**src/rtl/aes_mc_pkg.sv**
```systemverilog
// Shared AES round-datapath types plus column helpers for the 128-bit state.
package aes_mc_pkg;

   localparam int unsigned AES_COLS = 4;

   typedef logic [7:0]   aes_byte_t;
   typedef logic [31:0]  aes_col_t;
   typedef logic [127:0] aes_state_t;

   typedef enum logic [1:0] {MC_IDLE, MC_RUN, MC_DONE} mc_fsm_t;

   // Column idx occupies bits [127-32*idx -: 32]; column 0 is the MSW.
   function automatic aes_col_t get_col(input aes_state_t s, input logic [1:0] idx);
      int unsigned sh;
      sh = (AES_COLS - 1 - 32'(idx)) * 32;
      return aes_col_t'(s >> sh);
   endfunction

   function automatic aes_state_t set_col(input aes_state_t s, input logic [1:0] idx,
                                          input aes_col_t c);
      int unsigned sh;
      aes_state_t  mask;
      sh   = (AES_COLS - 1 - 32'(idx)) * 32;
      mask = aes_state_t'(32'hFFFF_FFFF) << sh;
      return (s & ~mask) | (aes_state_t'(c) << sh);
   endfunction

endpackage

```
**src/rtl/mix_columns_seq_mixcolumns.sv**
```systemverilog
// Combinational single-column MixColumns: forward (a0..a3) and inverse (c0..c3).
module MixColumns
   import aes_mc_pkg::*;
(
   input  logic [7:0] b0,
   input  logic [7:0] b1,
   input  logic [7:0] b2,
   input  logic [7:0] b3,
   output logic [7:0] a0,
   output logic [7:0] a1,
   output logic [7:0] a2,
   output logic [7:0] a3,
   output logic [7:0] c0,
   output logic [7:0] c1,
   output logic [7:0] c2,
   output logic [7:0] c3
);

   function automatic aes_byte_t xt(input aes_byte_t x);
      return {x[6:0], 1'b0} ^ (x[7] ? 8'h1b : 8'h00);
   endfunction

   function automatic aes_byte_t m2(input aes_byte_t x);
      return xt(x);
   endfunction

   function automatic aes_byte_t m3(input aes_byte_t x);
      return xt(x) ^ x;
   endfunction

   function automatic aes_byte_t m9(input aes_byte_t x);
      return xt(xt(xt(x))) ^ x;
   endfunction

   function automatic aes_byte_t m11(input aes_byte_t x);
      return xt(xt(xt(x))) ^ xt(x) ^ x;
   endfunction

   function automatic aes_byte_t m13(input aes_byte_t x);
      return xt(xt(xt(x))) ^ xt(xt(x)) ^ x;
   endfunction

   function automatic aes_byte_t m14(input aes_byte_t x);
      return xt(xt(xt(x))) ^ xt(xt(x)) ^ xt(x);
   endfunction

   // Circulant matrix products for both directions
   always_comb begin
      a0 = m2(b0)  ^ m3(b1)  ^ b2      ^ b3;
      a1 = b0      ^ m2(b1)  ^ m3(b2)  ^ b3;
      a2 = b0      ^ b1      ^ m2(b2)  ^ m3(b3);
      a3 = m3(b0)  ^ b1      ^ b2      ^ m2(b3);
      c0 = m14(b0) ^ m11(b1) ^ m13(b2) ^ m9(b3);
      c1 = m9(b0)  ^ m14(b1) ^ m11(b2) ^ m13(b3);
      c2 = m13(b0) ^ m9(b1)  ^ m14(b2) ^ m11(b3);
      c3 = m11(b0) ^ m13(b1) ^ m9(b2)  ^ m14(b3);
   end

endmodule

```
**src/rtl/mix_columns_seq.sv**
```systemverilog
// Runs a 128-bit AES state through one shared MixColumns unit, one column per cycle.
module mix_columns_seq
   import aes_mc_pkg::*;
#(
   parameter int REG_COL  = 0,
   parameter int NUM_COLS = 4
) (
   input  logic         clk,
   input  logic         rst,
   input  logic         in_valid,
   output logic         in_ready,
   input  logic         in_inv,
   input  logic [127:0] in_state,
   output logic         out_valid,
   input  logic         out_ready,
   output logic [127:0] out_state,
   output logic         out_inv,
   output logic         busy
);

   if (NUM_COLS != AES_COLS) begin : g_bad_cols
      $error("mix_columns_seq: NUM_COLS must equal AES_COLS");
   end

   mc_fsm_t    r_state, w_next;
   logic [1:0] r_col;
   aes_state_t r_work, r_res;
   logic       r_mode;
   aes_col_t   r_pipe;
   logic       r_last;

   logic       w_in_ready, w_accept, w_run_end;
   aes_col_t   w_b, w_mc;
   logic [7:0] w_a0, w_a1, w_a2, w_a3, w_c0, w_c1, w_c2, w_c3;

   assign w_b = get_col(r_work, r_col);

   MixColumns u_mc (
      .b0(w_b[31:24]), .b1(w_b[23:16]), .b2(w_b[15:8]), .b3(w_b[7:0]),
      .a0(w_a0), .a1(w_a1), .a2(w_a2), .a3(w_a3),
      .c0(w_c0), .c1(w_c1), .c2(w_c2), .c3(w_c3)
   );

   // Direction select for the shared column unit
   always_comb begin
      w_mc = r_mode ? {w_c0, w_c1, w_c2, w_c3} : {w_a0, w_a1, w_a2, w_a3};
   end

   // With the column register, r_last marks the flush cycle after column 3
   always_comb begin
      w_run_end = (REG_COL == 0) ? (r_col == 2'd3) : r_last;
   end

   // Next-state and input handshake
   always_comb begin
      w_next     = r_state;
      w_in_ready = 1'b0;
      case (r_state)
         MC_IDLE: begin
            w_in_ready = 1'b1;
            if (in_valid) w_next = MC_RUN;
         end
         MC_RUN: begin
            if (w_run_end) w_next = MC_DONE;
         end
         MC_DONE: begin
            if (out_ready) begin
               w_in_ready = 1'b1;
               w_next     = in_valid ? MC_RUN : MC_IDLE;
            end
         end
         default: w_next = MC_IDLE;
      endcase
   end

   assign in_ready = w_in_ready & ~rst;
   assign w_accept = in_valid & in_ready;

   // State register
   always_ff @(posedge clk) begin
      if (rst) r_state <= MC_IDLE;
      else     r_state <= w_next;
   end

   // Capture, column walk and result write-back. With REG_COL the write
   // lags by one cycle and targets col-1, so the wrapped col=0 flush
   // cycle (r_last) lands on column 3.
   always_ff @(posedge clk) begin
      if (rst) begin
         r_col  <= '0;
         r_work <= '0;
         r_res  <= '0;
         r_mode <= 1'b0;
         r_pipe <= '0;
         r_last <= 1'b0;
      end else if (w_accept) begin
         r_work <= in_state;
         r_mode <= in_inv;
         r_col  <= '0;
         r_last <= 1'b0;
      end else if (r_state == MC_RUN) begin
         r_col <= r_col + 2'd1;
         if (REG_COL == 0) begin
            r_res <= set_col(r_res, r_col, w_mc);
         end else begin
            r_pipe <= w_mc;
            r_last <= (r_col == 2'd3);
            if ((r_col != 2'd0) || r_last) r_res <= set_col(r_res, r_col - 2'd1, r_pipe);
         end
      end
   end

   assign out_valid = (r_state == MC_DONE);
   assign busy      = (r_state == MC_RUN);
   assign out_state = r_res;
   assign out_inv   = r_mode;

endmodule

```
**config.mk**
```make
export PLATFORM = sky130hd
export DESIGN_NAME = mix_columns_seq
export DESIGN_NICKNAME = d
export VERILOG_FILES = /design/src/rtl/aes_mc_pkg.sv /design/src/rtl/mix_columns_seq_mixcolumns.sv /design/src/rtl/mix_columns_seq.sv
export SDC_FILE = /design/constraint.sdc
export NUM_CORES = 1
export LEC_CHECK = 0
export BUFFER_PORTS_ARGS = -buffer_cell sky130_fd_sc_hd__buf_2
export CAP_MARGIN = 0
export CORE_MARGIN = 1
export CORE_UTILIZATION = 50
export DETAILED_ROUTE_END_ITERATION = 10
export PLACE_DENSITY_LB_ADDON = 0.1
export SETUP_SLACK_MARGIN = 0.4
export SLEW_MARGIN = 10
export SYNTH_ARGS = -nofsm -noshare
export SYNTH_HDL_FRONTEND = slang
export SYNTH_SLANG_ARGS = --single-unit
```
**constraint.sdc**
```tcl
create_clock -name clk -period 9.2 [get_ports clk]
set_input_delay 1.84 -clock clk [delete_from_list [all_inputs] [get_ports clk]]
set_output_delay 1.84 -clock clk [all_outputs]
set_load 0.03 [all_outputs]
```
==> results of run 1 <==
==> cell type report <==
cell class,instances,area share
inverters,6,0.001505
clock buffers,38,0.04991
repair buffers,277,0.09497
well taps,324,0.02709
flip-flops and latches,261,0.3493
diodes,1,0.0001672
multi-input cells,896,0.4652
clock inverters,10,0.01187
==> kinds of logic (layout without fill, tap and decap cells) <==
| family | count (synthesis) | in the layout | share of synthesized area |
|---|---|---|---|
| buffers and inverters | 101 | 331 | 0.03689 |
| muxes | 39 | 39 | 0.06435 |
| adders and majority gates | 4 | 4 | 0.003966 |
| other | 0 | 1 | 0 |
| DFF | 261 | 261 | 0.4141 |
| xor gates and xnor gates | 211 | 211 | 0.2066 |
| AOI/OAI and AO/OA | 273 | 273 | 0.1351 |
| and+or+nand+nor | 369 | 369 | 0.1390 |
==> worst min-delay path, stage by stage (launching register included) <==
cell,delay (ns)
dfxtp_1,0.32
nand2_1,0.04
o21ai_0,0.05
==> where the power goes <==
group          internal [mW]  switching (mW)  leakage (nW)  total, mW
registers               1.21          0.0412          2.13       1.25
clock network          0.703           0.436         0.450       1.14
logic                  0.607           0.705          3.68       1.31
total                   2.52            1.18          6.26       3.70
==> synthesized netlist by cell type, drive strengths merged <==
| library cell | count |
|---|---|
| xnor2 | 135 |
| nor2 | 50 |
| xnor3 | 34 |
| nor4 | 2 |
| clkbuf | 70 |
| o21ai | 158 |
| ha | 4 |
| xor2 | 35 |
| and2 | 1 |
| nor3 | 7 |
| nand2 | 171 |
| buf | 25 |
| nor2b | 1 |
| xor3 | 7 |
| dfxtp | 261 |
| mux2 | 2 |
| a21o | 1 |
| a21oi | 13 |
| a211oi | 1 |
| a22o | 60 |
| mux4 | 32 |
| inv | 6 |
| or3 | 3 |
| mux2i | 5 |
| nand2b | 134 |
| a22oi | 40 |
==> sequential cells by signal, summed over array words and instances, names as in the netlist <==
name and flops:
out_state 128, r_work 128, r_col 2, r_state 2, out_inv 1
==> layout by cell type (no fill, tap or decap), types with 4 or more instances in the layout <==
| cell type | count |
|---|---|
| a21oi_1 | 8 |
| a21oi_2 | 5 |
| a22o_1 | 60 |
| a22oi_1 | 40 |
| buf_2 | 263 |
| buf_4 | 14 |
| bufinv_16 | 5 |
| clkbuf_1 | 8 |
| clkbuf_16 | 27 |
| clkinv_2 | 4 |
| dfxtp_1 | 259 |
| ha_1 | 4 |
| inv_1 | 6 |
| mux4_2 | 29 |
| nand2_1 | 171 |
| nand2b_1 | 133 |
| nor2_1 | 50 |
| nor3_1 | 7 |
| o21ai_0 | 153 |
| o21ai_1 | 5 |
| xnor2_1 | 121 |
| xnor2_2 | 12 |
| xnor3_1 | 32 |
| xor2_1 | 29 |
| xor2_2 | 5 |
| xor3_1 | 7 |
==> final timing paths <==
path,startpoint,to,depth (start not counted)
hold / removal,out_state[57],out_state[57],2
hold reg to reg,out_state[57],out_state[57],2
setup reg to reg,r_col[0],out_state[18],8
setup / recovery,rst,in_ready,3
==> metrics by stage <==
step / util / cell area [µm²]
2_1_floorplan: - / 12620
3_3_place_gp: 0.5723 / 14040
3_5_place_dp: 0.5723 / 14040
4_1_cts: 0.6100 / 14960
5_1_grt: 0.6101 / 14970
6_report: 0.6101 / 14970
==> metal layers <==
layer / up-vias / wire [µm] / GRT usage
li1: 4696 / - / -
met5: - / 0 / 0
met2: 290 / 15340 / 0.4079
met3: 47 / 1516 / 0.02660
met1: 4500 / 14970 / 0.3468
met4: 0 / 620 / 0.06475
==> metrics.txt, run 1 <==
setup TNS=0 ns; number of global-route vias before repair=8961; crit share post-route=0.4895; area added between synthesis and finish=18.61%; Synth cell types=41; clk slew on worst S/H paths=0.06 ns; fraction of synthesized cell area taken by the top area cell type=0.4141; crit path max fanout=31; H-tree level count=1; largest clock skew in the final design=0.01451 ns; largest net degree at the start of global routing=135; gpl congestion=0.8755; total vias in the final route=9533; pin slew with the least headroom to its limit=1.121 ns; total global routing overflow=0; Total Wirelength=32450 µm; Core Rows=57; number of iterations in the first detailed-routing pass=5; DRC viols=0; number of top-level pins=265; critical path type=input port to output port; cell area after synthesis=0.01262 mm²; outcome=complete, no violations; initial standard-cell utilization of the core=0.5143; critical path launch point type=input port; number of I/O port buffers=264; delay of the slowest critical-path stage=0.32 ns; routed wire length per instance=17.90 µm; Post-Synthesis Cells=1258; Post-DP HPWL=22730 µm; number of instances in the placed design=1764; area of the die=0.02588 mm²; post-CTS resize count=0; final setup fails=0; worst setup margin=4.696 ns; setup fix buffers added after clock tree synthesis=0; area of combinational cells with multiple inputs=0.006963 mm²; sequence of cells on the critical path=buf_4 > a211oi_1 > buf_2; power density over cell area=247.4 mW/mm²; total leakage power=6.265 nW; minimum clock period=4.504 ns; largest cells by area after synthesis=dfxtp_1 (41%), xnor2_1 (8.4%), nand2b_1 (6.6%), o21ai_0 (6.1%), xnor3_1 (5.7%); buffers and inverters on the worst path=2; GR Util All Layers=0.2478; number of vias per cell after detailed routing=5.258; maximum clock insertion buffer count=3; Yosys warning total=0; core region area=0.02453 mm²; pre-CTS worst setup slack=4.724 ns; average size of a mapped cell=10.03 µm²; post-synth top area cell=dfxtp_1; sequential-to-total area share from yosys stat=0.4141; number of clock buffers inserted by TritonCTS=27; Final Hold Vio Count=0; Hold/Removal Path Class=register to register; setup slack of the most critical reg-to-reg path=5.05 ns; insertion delay to the later sink of the worst-skew pair=0.53 ns; largest vdd supply drop=0.1475 mV; sequential cell area=0.005228 mm²; total power after layout=3.703 mW; die width=160.9 µm; synthesized net count=1395; final non-filler cell total=1813; clock tree from TritonCTS=yes; remaining number of nets flagged by the antenna check after routing=0; Hold WS=0.4460 ns; arrival time of data at the critical path endpoint=2.66 ns; Post-layout nets=1606; Crit. End Element=output port; final slew viol count=0; FF+latch count, synth=261; filler instances=2181; total clock sinks=261; unrepaired setup endpoints after global routing=no; Max Clk Rate=0.2220 GHz; worst max-slew margin expressed relative to the limit=0.2529; critical path's slowest cell=a211oi_1; Root Driver=clkbuf_16; number of violations reported at the end of detailed-routing iteration 0=725; count of max-cap constraint violations=0; CTS Hold Bufs=0; first-pass GRT wire length=50260 µm; share of cells above drive strength 1=0.2574; die height=160.9 µm; cell class contributing the biggest share of worst-path delay=buffers and inverters; number of antenna violations at the first check in global routing=1; required time reported for the critical path endpoint=7.36 ns
No activity file was read; power rests on OpenSTA's default activity.
==> inputs of run 2 (changes only) <==
--- a/config.mk
+++ b/config.mk
@@ -5,6 +5,7 @@
 export SDC_FILE = /design/constraint.sdc
 export NUM_CORES = 1
 export LEC_CHECK = 0
+export ABC_AREA = 1
 export BUFFER_PORTS_ARGS = -buffer_cell sky130_fd_sc_hd__buf_2
 export CAP_MARGIN = 0
 export CORE_MARGIN = 1
==> constraint.sdc (replaced) <==
create_clock -name clk -period 4.5 [get_ports clk]
set_input_delay 0.9 -clock clk [delete_from_list [all_inputs] [get_ports clk]]
set_output_delay 0.9 -clock clk [all_outputs]
set_load 0.03 [all_outputs]
==> metrics.txt, run 2 <==
most frequent cells after synthesis=nand2_1 (952), nand3_1 (410), dfxtp_1 (261); most numerous cell in the Yosys netlist=nand2_1; final non-filler cell total=3143; critical path type=register to register; critical path launch point type=register; share of flip-flops with an asynchronous set or reset=0; outcome=complete, no violations; clock tree from TritonCTS=yes; Crit. End Element=register; Post-Synthesis Cells=2511; Post-DP HPWL=45610 µm; Final Hold Vio Count=0; remaining number of nets flagged by the antenna check after routing=0; Max Clk Rate=0.2845 GHz; CTS Hold Bufs=0; Hold WS=0.4605 ns; DRC viols=0; largest vdd supply drop=0.3397 mV; Yosys warning total=0; multiplexer share of the synthesized area=0; fraction of synthesized cell area taken by the top area cell type=0.3182; area added between synthesis and finish=14.10%; worst max-slew margin expressed relative to the limit=0.2416; number of global-route vias before repair=16134; GR Util All Layers=0.3594; die height=183.2 µm; final slew viol count=0; post-CTS resize count=0; pre-CTS worst setup slack=1.123 ns; crit share post-route=0.7810; average size of a mapped cell=6.540 µm²; arrival time of data at the critical path endpoint=3.98 ns; post-synthesis compound-gate area fraction=0.05593; EDFF count, synth=0; final core utilization=0.5862; total global routing overflow=0; antenna cells=0; largest clock skew in the final design=0.02894 ns; final setup fails=0; crit path max fanout=75; number of instances in the placed design=3094; worst setup margin=0.9853 ns; most frequent cells in the layout=nand2_1 (951), nand3_1 (410), buf_2 (262); adder-cell share of the synthesized area=0.003048; total vias in the final route=17674; combinational family with the most area after synthesis=simple AND/OR/NAND/NOR gates; setup fix buffers added after clock tree synthesis=0; die width=183.2 µm; total clock sinks=261; largest net degree at the start of global routing=117; FF+latch count, synth=261; core region area=0.03196 mm²; xor and xnor fraction of the mapped netlist area=0.09875; pin slew with the least headroom to its limit=1.138 ns; first-pass GRT wire length=93190 µm; number of top-level pins=265; Synth cell types=39; Hold/Removal Path Class=register to register; required time reported for the critical path endpoint=4.97 ns; area of the die=0.03357 mm²; synthesized net count=2648; post-synth top area cell=dfxtp_1; gpl congestion=1.055; count of max-cap constraint violations=0; H-tree level count=1; most common library cell in the layout ignoring fill and taps=nand2_1; routed wire length per instance=19.52 µm; post-synthesis share of cell area spent on and, or, nand and nor gates=0.4578; number of clock buffers inserted by TritonCTS=28; number of violations reported at the end of detailed-routing iteration 0=1575; clk slew on worst S/H paths=0.06 ns; Core Rows=65; largest cells by area after synthesis=dfxtp_1 (32%), nand2_1 (22%), nand3_1 (12%), xor2_1 (5.7%), a21oi_1 (4.3%); setup TNS=0 ns; Total Wirelength=61360 µm; Root Driver=clkbuf_16; total leakage power=9.077 nW; number of antenna violations at the first check in global routing=0; Post-layout nets=2826; number of I/O port buffers=264; Most used DFF post-synth=dfxtp_1; minimum clock period=3.515 ns; number of vias per cell after detailed routing=5.623; sequential-to-total area share from yosys stat=0.3182; unrepaired setup endpoints after global routing=no; share of cells above drive strength 1=0.1880; filler instances=3202; power density over cell area=447.1 mW/mm²; insertion delay to the later sink of the worst-skew pair=0.57 ns; initial standard-cell utilization of the core=0.5138; number of iterations in the first detailed-routing pass=6; maximum clock insertion buffer count=3; cell area after synthesis=0.01642 mm²
-- run 2: cell types whose count changed after synthesis, sizes merged, moves of 76 or more --
cell / previous run / this run
nand4: 0 / 112
o21ai: 158 / 32
inv: 6 / 110
xnor2: 135 / 59
nand3: 0 / 437
nand2b: 134 / 1
a21oi: 13 / 141
xor2: 35 / 112
nand2: 171 / 1036
-- run 2: stage by stage --
stage	total power, mW	instance area [µm²]
finish	8.376	18740
floorplan	5.113	16420
global route	8.832	18740
detailed placement	6.170	17890
global placement	6.119	17890
CTS	8.325	18740
-- run 2: worst max-delay path, stage by stage (launching register included) --
cell and delay (ns):
dfxtp_4 0.36, buf_4 0.61, nand2_1 0.15, nand2_1 0.10, nand2_1 0.06, nand2_2 0.28
nand2_1 0.24, nand2_2 0.19, nand2_1 0.08, nand2_2 0.18, nand2_1 0.10, nand2_2 0.13
xor2_1 0.27, nand3_1 0.13, nand3_2 0.19, nand4_1 0.13, a21oi_1 0.17
-- run 2: worst paths after layout --
path                      start              to  slack (ns)  depth (start not counted)
hold reg to reg   out_state[69]   out_state[69]        0.46                          2
hold / removal    out_state[69]   out_state[69]        0.46                          2
setup reg to reg       r_col[0]  out_state[123]        0.99                         16
setup / recovery       r_col[0]  out_state[123]        0.99                         16
-- run 2: report_power, final --
group / internal (mW) / switching (mW) / total (mW)
logic: 1.08 / 2.58 / 3.66
clock network: 1.20 / 0.978 / 2.17
registers: 2.46 / 0.0841 / 2.54
total: 4.74 / 3.64 / 8.38
-- run 2: cells by family (layout without fill, tap and decap cells) --
| kind of cell | after synthesis | count (layout) |
|---|---|---|
| buffers and inverters | 256 | 453 |
| DFF | 261 | 261 |
| and+or+nand+nor | 1641 | 1641 |
| xor gates and xnor gates | 171 | 171 |
| adders and majority gates | 4 | 4 |
| AOI/OAI and AO/OA | 178 | 178 |
-- run 2: per-layer routing --
layer | global-route usage | part of all wire | up-vias | wire length [µm]
met3 | 0.04845 | 0.074 | 144 | 4519
met2 | 0.5769 | 0.45 | 778 | 27610
met1 | 0.4660 | 0.42 | 8203 | 25610
li1 | - | - | 8549 | -
met4 | 0.1987 | 0.059 | 0 | 3621
met5 | 0 | 0 | - | 0
-- run 2: area by class of cell --
| cell class | count | area, µm² | share of cell area |
|---|---|---|---|
| clock buffer | 39 | 772.0 | 0.04120 |
| clock inverter | 10 | 73.82 | 0.003940 |
| multi-input combinational | 1994 | 10140 | 0.5411 |
| tap | 435 | 544.3 | 0.02905 |
| sequential | 261 | 5231 | 0.2792 |
| timing repair buffer | 293 | 1556 | 0.08308 |
| inverter | 111 | 420.4 | 0.02244 |
